<file path="src/rtl/dds_pkg.sv">
// Shared definitions for the DDS register writer: default timing parameters,
// FSM state encoding and instruction-byte layout.
package dds_pkg;

    localparam int NBYTES_MAX_DEF  = 8;
    localparam int CS_GAP_DEF      = 2;
    localparam int IOUP_CYCLES_DEF = 4;

    // Instruction byte: {rw, 2'b00, addr}
    localparam int ADDR_W         = 5;
    localparam int INSTR_RW_BIT   = 7;
    localparam int INSTR_ADDR_LSB = 0;

    typedef enum logic [2:0] {
        IDLE,
        CS_SETUP,
        SEND,
        WAIT,
        CS_HOLD,
        IOUP,
        ACK
    } state_e;

    function automatic logic [7:0] instr_byte(input logic rw, input logic [ADDR_W-1:0] addr);
        logic [7:0] b;
        b = '0;
        b[INSTR_RW_BIT] = rw;
        b[INSTR_ADDR_LSB +: ADDR_W] = addr;
        return b;
    endfunction

endpackage

</file>
<file path="src/rtl/dds_reg_writer.sv">
// Sequences one DDS register access over an external byte-wide SPI engine:
// chip-select framing, instruction + data bytes, optional IO_UPDATE strobe.
module dds_reg_writer
    import dds_pkg::*;
#(
    parameter int NBYTES_MAX  = NBYTES_MAX_DEF,
    parameter int CS_GAP      = CS_GAP_DEF,
    parameter int IOUP_CYCLES = IOUP_CYCLES_DEF
) (
    input  logic        clk,
    input  logic        rst_n,
    input  logic        req,
    input  logic        rw,
    input  logic [4:0]  addr,
    input  logic [3:0]  nbytes,
    input  logic [63:0] wdata,
    input  logic        upd,
    output logic        busy,
    output logic        ack,
    output logic [63:0] rdata,
    output logic        CS_N,
    output logic        IO_UPDATE,
    output logic [7:0]  spi_din,
    output logic        spi_start,
    input  logic        spi_done,
    input  logic [7:0]  spi_dout
);

    localparam int CNT_W = 8;
    localparam logic [CNT_W-1:0] GAP_LAST  = CNT_W'(CS_GAP - 1);
    localparam logic [CNT_W-1:0] IOUP_LAST = CNT_W'(IOUP_CYCLES - 1);

    state_e           state;
    logic             rdy;
    logic             done_q;
    logic             rw_r, upd_r;
    logic [4:0]       addr_r;
    logic [3:0]       n_r;
    logic [63:0]      wdata_r;
    logic [3:0]       idx;
    logic [CNT_W-1:0] cnt;

    logic       done_rise;
    logic [3:0] n_in;
    logic [3:0] nxt_idx;
    logic [3:0] nxt_off;
    logic [63:0] shifted;
    logic [7:0] nxt_byte;

    assign done_rise = spi_done & ~done_q;
    assign n_in      = (nbytes > 4'(NBYTES_MAX)) ? 4'(NBYTES_MAX) : nbytes;

    // Byte about to be launched: index 0 out of CS_SETUP, idx+1 out of WAIT.
    always_comb begin
        nxt_idx  = (state == WAIT) ? idx + 4'd1 : 4'd0;
        nxt_off  = n_r - nxt_idx;
        shifted  = wdata_r >> {nxt_off[2:0], 3'b000};
        nxt_byte = (nxt_idx == 4'd0) ? instr_byte(rw_r, addr_r) : shifted[7:0];
    end

    always_ff @(posedge clk or negedge rst_n) begin
        if (!rst_n) begin
            state     <= IDLE;
            rdy       <= 1'b0;
            done_q    <= 1'b0;
            rw_r      <= 1'b0;
            upd_r     <= 1'b0;
            addr_r    <= '0;
            n_r       <= '0;
            wdata_r   <= '0;
            idx       <= '0;
            cnt       <= '0;
            busy      <= 1'b0;
            ack       <= 1'b0;
            rdata     <= '0;
            CS_N      <= 1'b1;
            IO_UPDATE <= 1'b0;
            spi_din   <= '0;
            spi_start <= 1'b0;
        end else begin
            // rdy keeps the first edge after reset release from accepting a req
            rdy       <= 1'b1;
            done_q    <= spi_done;
            spi_start <= 1'b0;
            ack       <= 1'b0;
            case (state)
                IDLE: if (req && rdy) begin
                    rw_r    <= rw;
                    addr_r  <= addr;
                    n_r     <= n_in;
                    wdata_r <= wdata;
                    upd_r   <= upd;
                    busy    <= 1'b1;
                    CS_N    <= 1'b0;
                    rdata   <= '0;
                    cnt     <= '0;
                    state   <= CS_SETUP;
                end
                CS_SETUP: if (cnt == GAP_LAST) begin
                    idx       <= 4'd0;
                    spi_din   <= nxt_byte;
                    spi_start <= 1'b1;
                    state     <= SEND;
                end else begin
                    cnt <= cnt + 1'b1;
                end
                SEND: state <= WAIT;
                WAIT: if (done_rise) begin
                    if (rw_r && idx != 4'd0)
                        rdata <= {rdata[55:0], spi_dout};
                    if (idx < n_r) begin
                        idx       <= nxt_idx;
                        spi_din   <= nxt_byte;
                        spi_start <= 1'b1;
                        state     <= SEND;
                    end else begin
                        cnt   <= '0;
                        state <= CS_HOLD;
                    end
                end
                CS_HOLD: if (cnt == GAP_LAST) begin
                    CS_N <= 1'b1;
                    cnt  <= '0;
                    if (!rw_r && upd_r) begin
                        IO_UPDATE <= 1'b1;
                        state     <= IOUP;
                    end else begin
                        ack   <= 1'b1;
                        busy  <= 1'b0;
                        state <= ACK;
                    end
                end else begin
                    cnt <= cnt + 1'b1;
                end
                IOUP: if (cnt == IOUP_LAST) begin
                    IO_UPDATE <= 1'b0;
                    ack       <= 1'b1;
                    busy      <= 1'b0;
                    state     <= ACK;
                end else begin
                    cnt <= cnt + 1'b1;
                end
                ACK:     state <= IDLE;
                default: state <= IDLE;
            endcase
        end
    end

endmodule

</file>
<file path="config.mk">
export PLATFORM = sky130hd
export DESIGN_NAME = dds_reg_writer
export DESIGN_NICKNAME = d
export VERILOG_FILES = /design/src/rtl/dds_pkg.sv /design/src/rtl/dds_reg_writer.sv
export SDC_FILE = /design/constraint.sdc
export NUM_CORES = 1
export LEC_CHECK = 0
export BUFFER_PORTS_ARGS = -buffer_cell sky130_fd_sc_hd__buf_2
export CELL_PAD_IN_SITES_DETAIL_PLACEMENT = 0
export CELL_PAD_IN_SITES_GLOBAL_PLACEMENT = 1
export CORE_UTILIZATION = 49
export CTS_BUF_LIST = sky130_fd_sc_hd__clkbuf_2
export CTS_CLUSTER_SIZE = 8
export DETAILED_ROUTE_END_ITERATION = 16
export PLACE_DENSITY_LB_ADDON = 0.1
export SLEW_MARGIN = 15
export SYNTH_ARGS = -nofsm -noshare
export SYNTH_HDL_FRONTEND = slang
export SYNTH_SLANG_ARGS = --single-unit
</file>
<file path="constraint.sdc">
create_clock -name clk -period 7.1 [get_ports clk]
set_input_delay 1.065 -clock clk [delete_from_list [all_inputs] [get_ports clk]]
set_output_delay 1.065 -clock clk [all_outputs]
set_load 0.01 [all_outputs]
</file>
==> impl_metrics.yaml, run 1 <==
status:
  status: "finished clean"
synth:
  ys_types: 55
  yosys_register_bits: 169
  syn_avg_cell_area_sq_um: 13.6
  synth_area_leaders: "dfrtp_1 58%, mux2_2 9.9%, a22o_1 7.7%"
  synth_nets: 630
  synth_top_flop_cell: "dfrtp_1"
  async_reset_ff_frac: 1.00
  yosysTopAreaCell: "dfrtp_1"
  yosysTopAreaCellShare: 0.577
  syn_area_sq_um: 7280
  ys.warnings.count: 0
  synthCells: 534
  synth_edf_count: 0
  seq_area_frac_synth: 0.581
clock_tree:
  hold_buffers: 0
  cts_setup_buffers: 0
  cts_root_buf: "clkbuf_2"
  numCtsBuffers: 17
  clkSlewWorstSetupHoldPaths_ns: 0.24
  insertion_delay_ns: 0.72
  clk_path_buf_depth: 2
  htree_num_levels: 4
  ctsResizeCount: 0
  clock-sinks: 169
  cts_tree: "built"
die:
  row_count: 44
  core_area_sq_um: 14500
  die_w_microns: 124
  die_h_microns: 124
  io-pin-count: 164
  dieArea_sq_um: 15400
  initial_core_util: 0.501
sta:
  max_freq_mhz: 314
  finalHoldViolations: 0
  setup_tns_ns: 0
  finalMaxSlewViolations: 0
  period_needed_ns: 3.19
  max_slew.worst_pin.slew_ns: 1.04
  fin_crit_sh: 0.449
  rsz0062_at_grt: "no"
  setup_viol: 0
  max_slew_margin: 0.308
  finClkSkew_ns: 0.0471
setup_path:
  path_class: "reg2reg"
  crit_path_start_kind: "register"
  cp_max_fo: 17
  reg2regPathDepth: 8
  crit_required_ns: 7.71
  cp-end-kind: "register"
  arrival_ns: 3.80
global_routing:
  grt_usage: 0.234
  grt_pass1_vias: 4887
  grt_util_met3: 0.0627
  grt_start_max_net_pins: 118
  antenna_found_initial: 2
  grt.busiest_layer: "met2"
  overflow: 0
  grt_pass1_wl_microns: 26400
  grtUsageMet2: 0.351
  use_met1: 0.335
detailed_routing:
  dr.first_iter.drc_count: 347
  num_vias: 5013
  ant_nets: 0
  post-route-drc-count: 0
  totalWireLength_microns: 16800
  drt-wirelength-per-cell_microns: 19.0
  vias_per_cell: 5.66
  dr.pass1.iters: 5
pwr:
  p_leak_nw: 4.46
  ir_drop_uv: 176
  powerDensity_nw_per_um2: 307
  power_mw: 2.61
placed_design:
  port_buffers: 163
  dp.final_hpwl_microns: 11700
  place.gp.congestion: 0.894
final_layout:
  multi_input_area_sq_um: 2860
  fillCellCount: 1251
  seq_area_sq_um: 4230
  drive_gt1_frac: 0.410
  finalNetCount: 783
  area.growth.synth_to_final_pct: 16.7
run:
  maxCapViolations: 0
min_path:
  holdCritPathClass: "in2async"
where the power goes:
part / internal, mW / switching (mW) / total (mW)
Combinational: 0.398 / 0.437 / 0.834
Sequential: 1.13 / 0.144 / 1.27
Clock: 0.166 / 0.338 / 0.504
Total: 1.69 / 0.919 / 2.61
cell usage after synthesis, types with 2 or more instances:
cell type  number
a22o_1         64
nand2b_1        5
o21ai_0        19
xor2_1          2
nor3_1          2
mux2_2         64
a21o_1          4
mux4_2         16
or3_1           2
nand3_1        18
nand3b_1        5
mux2_1          7
clkbuf_1       18
nand2_1        13
buf_1           2
a311o_1         3
inv_1          15
nor2_1         14
ha_1            8
mux2i_1         9
and2_1          3
o31ai_1        10
nor2b_1         5
and3_1          5
buf_2          14
nor4_1          2
o221ai_1        6
dfrtp_1       168
o2bb2ai_1       2
a21oi_1         4
critical path, cell delays in order (launching register included):
cell	delay, ns
dfrtp_1	0.70
nand3b_1	0.26
nor2_1	0.15
ha_1	0.15
inv_1	0.05
fa_1	1.06
mux4_2	0.40
mux2i_1	0.18
o221ai_1	0.15
cells by family after synthesis:
family / after synthesis / share of synthesized area
DFF: 169 / 0.581
AOI/OAI and AO/OA: 126 / 0.138
muxes: 96 / 0.172
and+or+nand+nor: 79 / 0.0581
buffers and inverters: 51 / 0.0294
adders and majority gates: 9 / 0.0165
xor gates and xnor gates: 3 / 0.00464
other: 1 / 0.000515
layout by cell type, fill, tap and decap left out, types with 15 or more instances in the layout:
cell type / n
dfrtp_1: 168
buf_2: 162
mux2_2: 64
a22o_1: 64
o21ai_0: 19
nand3_1: 18
clkbuf_2: 18
mux4_2: 16
inv_1: 15
state kept, by name, summed over array words and instances, names as in the netlist, 3 cells and up:
signal and flops:
idx 4, spi_din 8, rdata 64, addr_r 5
state 3, n_r 4, wdata_r 64, cnt 8
area by class of cell:
type / instances / area share
multi-input combinational: 314 / 0.337
inverter: 15 / 0.00663
clock buffer: 18 / 0.0106
clock inverter: 14 / 0.0171
tap: 184 / 0.0271
timing repair buffer: 170 / 0.103
sequential: 169 / 0.498
antenna: 1 / 0.000295
per-stage QoR:
step	setup WS (ns)	cell area (sq um)	util	hold WS, ns	cells
after detailed placement	3.93	8260	0.568	0.485	852
after CTS	3.93	8490	0.584	0.394	884
final	3.91	8490	0.584	0.447	885
after floorplan	4.36	7280	-	0.452	534
after global routing	3.68	8490	0.584	0.352	884
after global placement	4.07	8260	0.568	0.457	852
final timing paths:
check / startpoint / endpoint / slack [ns]
min: rst_n / wdata_r[41] / 0.45
max reg2reg: state[0] / spi_din[4] / 3.91
max: state[0] / spi_din[4] / 3.91
min in group clk: spi_done / done_q / 0.48
min reg2reg: busy / busy / 0.52
max in group asynchronous: rst_n / rdata[61] / 5.35
metal layers:
| layer | part of all wire | wire length [microns] |
|---|---|---|
| met4 | 0.013 | 214 |
| met3 | 0.048 | 805 |
| met2 | 0.48 | 8030 |
| met1 | 0.46 | 7730 |
| met5 | 0.00060 | 10 |
(Power assumes the default switching activity.)
==> inputs of run 2 (changes only) <==
- ABC_AREA: not set -> 1
- CORE_UTILIZATION: 49 -> 38
- clock period: 7.1 -> 2.89 ns (I/O delays scaled with it)
==> run 2 against run 1 <==
Against the previous run: power increased to 3.2 times the previous value; sequential power increased to 2.7 times the previous value; final cell count up 69%; global-route usage shrank 2.9 points; wire length up 25%; die area up 39%; synthesized cell count grew 79%; maximum frequency increased by 24%.
==> impl_metrics.yaml, run 2 <==
min_path:
  holdCritPathClass: "in2reg"
setup_path:
  crit_buf_inv: 3
  cp_cell_sequence: "nand2_2 > nor3_1 > ha_1 > inv_1 > fa_1 > inv_1 > nand2_1 > nand2_1 > inv_1 > nand2_1 > nand2_2 > nand2_1 > nand3_1 > nand3_1 > nand2_1"
  slowest_delay_ns: 0.51
  crit_family: "simple AND/OR/NAND/NOR gates"
  path_class: "reg2reg"
  crit_required_ns: 3.51
  crit_top_cell: "nand2_1"
  crit_path_start_kind: "register"
  cp_max_fo: 9
  arrival_ns: 3.19
  critPathSlowestCell: "dfrtp_1"
  cp-end-kind: "register"
final_layout:
  drive_gt1_frac: 0.210
  fin_area_sq_um: 10200
  top_regs: "rdata (64), wdata_r (64)"
  layout_commonest_cell: "nand2_1"
  stdcell_count: 1493
  mostFrequentLayoutCells: "312 x nand2_1, 167 x dfrtp_1, 162 x buf_2, 134 x inv_1, 88 x dlygate4sd3_1"
  finalNetCount: 1304
  area.growth.synth_to_final_pct: 29.2
detailed_routing:
  totalWireLength_microns: 21000
  post-route-drc-count: 0
  ant_nets: 0
  num_vias: 6724
  dr.first_iter.drc_count: 292
  drt-wirelength-per-cell_microns: 14.0
  vias_per_cell: 4.50
  dr.pass1.iters: 4
die:
  io-pin-count: 164
  core_area_sq_um: 20300
  die_h_microns: 146
  dieArea_sq_um: 21400
  die_w_microns: 146
  initial_core_util: 0.389
  row_count: 52
global_routing:
  grt_start_max_net_pins: 70
  grt_pass1_vias: 6529
  use_met1: 0.298
  grt_usage: 0.205
  grtUsageMet2: 0.318
  grt.busiest_layer: "met2"
  overflow: 0
  grt_pass1_wl_microns: 34200
  grt_util_met3: 0.0391
  antenna_found_initial: 2
synth:
  ys_types: 37
  yosys_register_bits: 169
  synthCells: 958
  ys.warnings.count: 0
  yosysTopAreaCell: "dfrtp_1"
  seq_area_frac_synth: 0.536
  synth_nets: 1054
  yosysTopAreaCellShare: 0.532
  async_reset_ff_frac: 1.00
  yosysMostFrequentCell: "nand2_1"
  syn_area_sq_um: 7900
  ys_top_cells_by_count: "312 x nand2_1, 168 x dfrtp_1, 135 x inv_1"
  synth_top_flop_cell: "dfrtp_1"
  synth_area_leaders: "dfrtp_1 53%, nand2_1 15%, inv_1 6.4%"
  syn_avg_cell_area_sq_um: 8.24
  synth_edf_count: 0
sta:
  finClkSkew_ns: 0.0466
  setup_tns_ns: 0
  fin_crit_sh: 0.887
  max_slew.worst_pin.slew_ns: 0.907
  rsz0062_at_grt: "no"
  finalHoldViolations: 0
  fin_hold_ws_ns: 0.209
  setup_viol: 0
  max_freq_mhz: 390
  period_needed_ns: 2.56
  finalMaxSlewViolations: 0
  max_slew_margin: 0.392
clock_tree:
  insertion_delay_ns: 0.73
  clock-sinks: 169
  numCtsBuffers: 17
  cts_tree: "built"
  clkSlewWorstSetupHoldPaths_ns: 0.23
  cts_root_buf: "clkbuf_2"
  htree_num_levels: 4
  clk_path_buf_depth: 2
status:
  status: "finished clean"
placed_design:
  dpl-instance-area_sq_um: 9050
  dp.final_hpwl_microns: 14800
  dpl.cell_count: 1369
  place.gp.congestion: 0.888
  port_buffers: 163
pwr:
  p_leak_nw: 5.25
  powerDensity_nw_per_um2: 822
  ir_drop_uv: 417
run:
  maxCapViolations: 0
-- run 2: cell count changes after synthesis, moves of 40 or more --
| cell | previous run | this run |
|---|---|---|
| nand3_1 | 18 | 58 |
| inv_1 | 15 | 135 |
| nand2_1 | 13 | 312 |
| o21ai_1 | 1 | 55 |
| o21ai_0 | 19 | 73 |
| mux2_2 | 64 | 0 |
| a22o_1 | 64 | 1 |
-- run 2: report_power, final --
group	internal (mW)	leakage, nW	switching (mW)
sequential	3.07	2.21	0.396
clock	0.417	0.152	0.880
combinational	1.28	2.89	2.35
-- run 2: layer usage --
| layer | vias to the layer above | wire length [microns] |
|---|---|---|
| li1 | 3497 | - |
| met1 | 3101 | 10500 |
| met3 | 7 | 792 |
| met2 | 119 | 9540 |
| met4 | 0 | 105 |
| met5 | - | 0 |
-- run 2: final timing paths --
check | start | to | slack, ns | cells past startpoint
setup / recovery | state[0] | spi_din[3] | 0.33 | 15
hold / removal | req | upd_r | 0.21 | 5
setup reg to reg | state[0] | spi_din[3] | 0.33 | 15
hold reg to reg | wdata_r[24] | wdata_r[24] | 0.50 | 2
max in group asynchronous | rst_n | CS_N | 1.87 | 3
min in group asynchronous | rst_n | idx[2] | 0.22 | 2
-- run 2: area by class of cell --
type | count | area (sq um)
clock inverter | 15 | 159
fill | 2070 | 10100
clock buffer | 17 | 85.1
antenna | 2 | 5.00
timing repair buffer | 269 | 1930
sequential | 169 | 4230
multi-input combinational | 609 | 2920
inverter | 142 | 537
tap | 270 | 338
-- run 2: stage by stage --
stage | setup WS, ns | power (mW) | utilization
after floorplan | 0.398 | 5.92 | -
after global placement | 0.392 | 7.03 | 0.446
after detailed placement | 0.317 | 7.04 | 0.446
after CTS | 0.272 | 8.46 | 0.501
after global routing | 0.00532 | 9.17 | 0.502
final | 0.328 | 8.39 | 0.502
-- run 2: tightest hold or removal path, stage by stage --
cell	delay, ns
buf_2	0.11
nand2_1	0.12
nor2_4	0.12
nand2_1	0.08
nand2_1	0.05
-- run 2: cells by family after synthesis --
| group | after synthesis | synth area share |
|---|---|---|
| DFF | 169 | 0.536 |
| adders and majority gates | 9 | 0.0152 |
| other | 1 | 0.000475 |
| and+or+nand+nor | 426 | 0.231 |
| AOI/OAI and AO/OA | 168 | 0.117 |
| xor gates and xnor gates | 5 | 0.00554 |
| buffers and inverters | 180 | 0.0954 |
-- run 2: repair_timing --
item	CTS	global route
gates resized for setup	0	2
hold buffers	88	0
buffers inserted	0	2
endpoints found under the setup margin	0	7
hold endpoints to repair	150	0
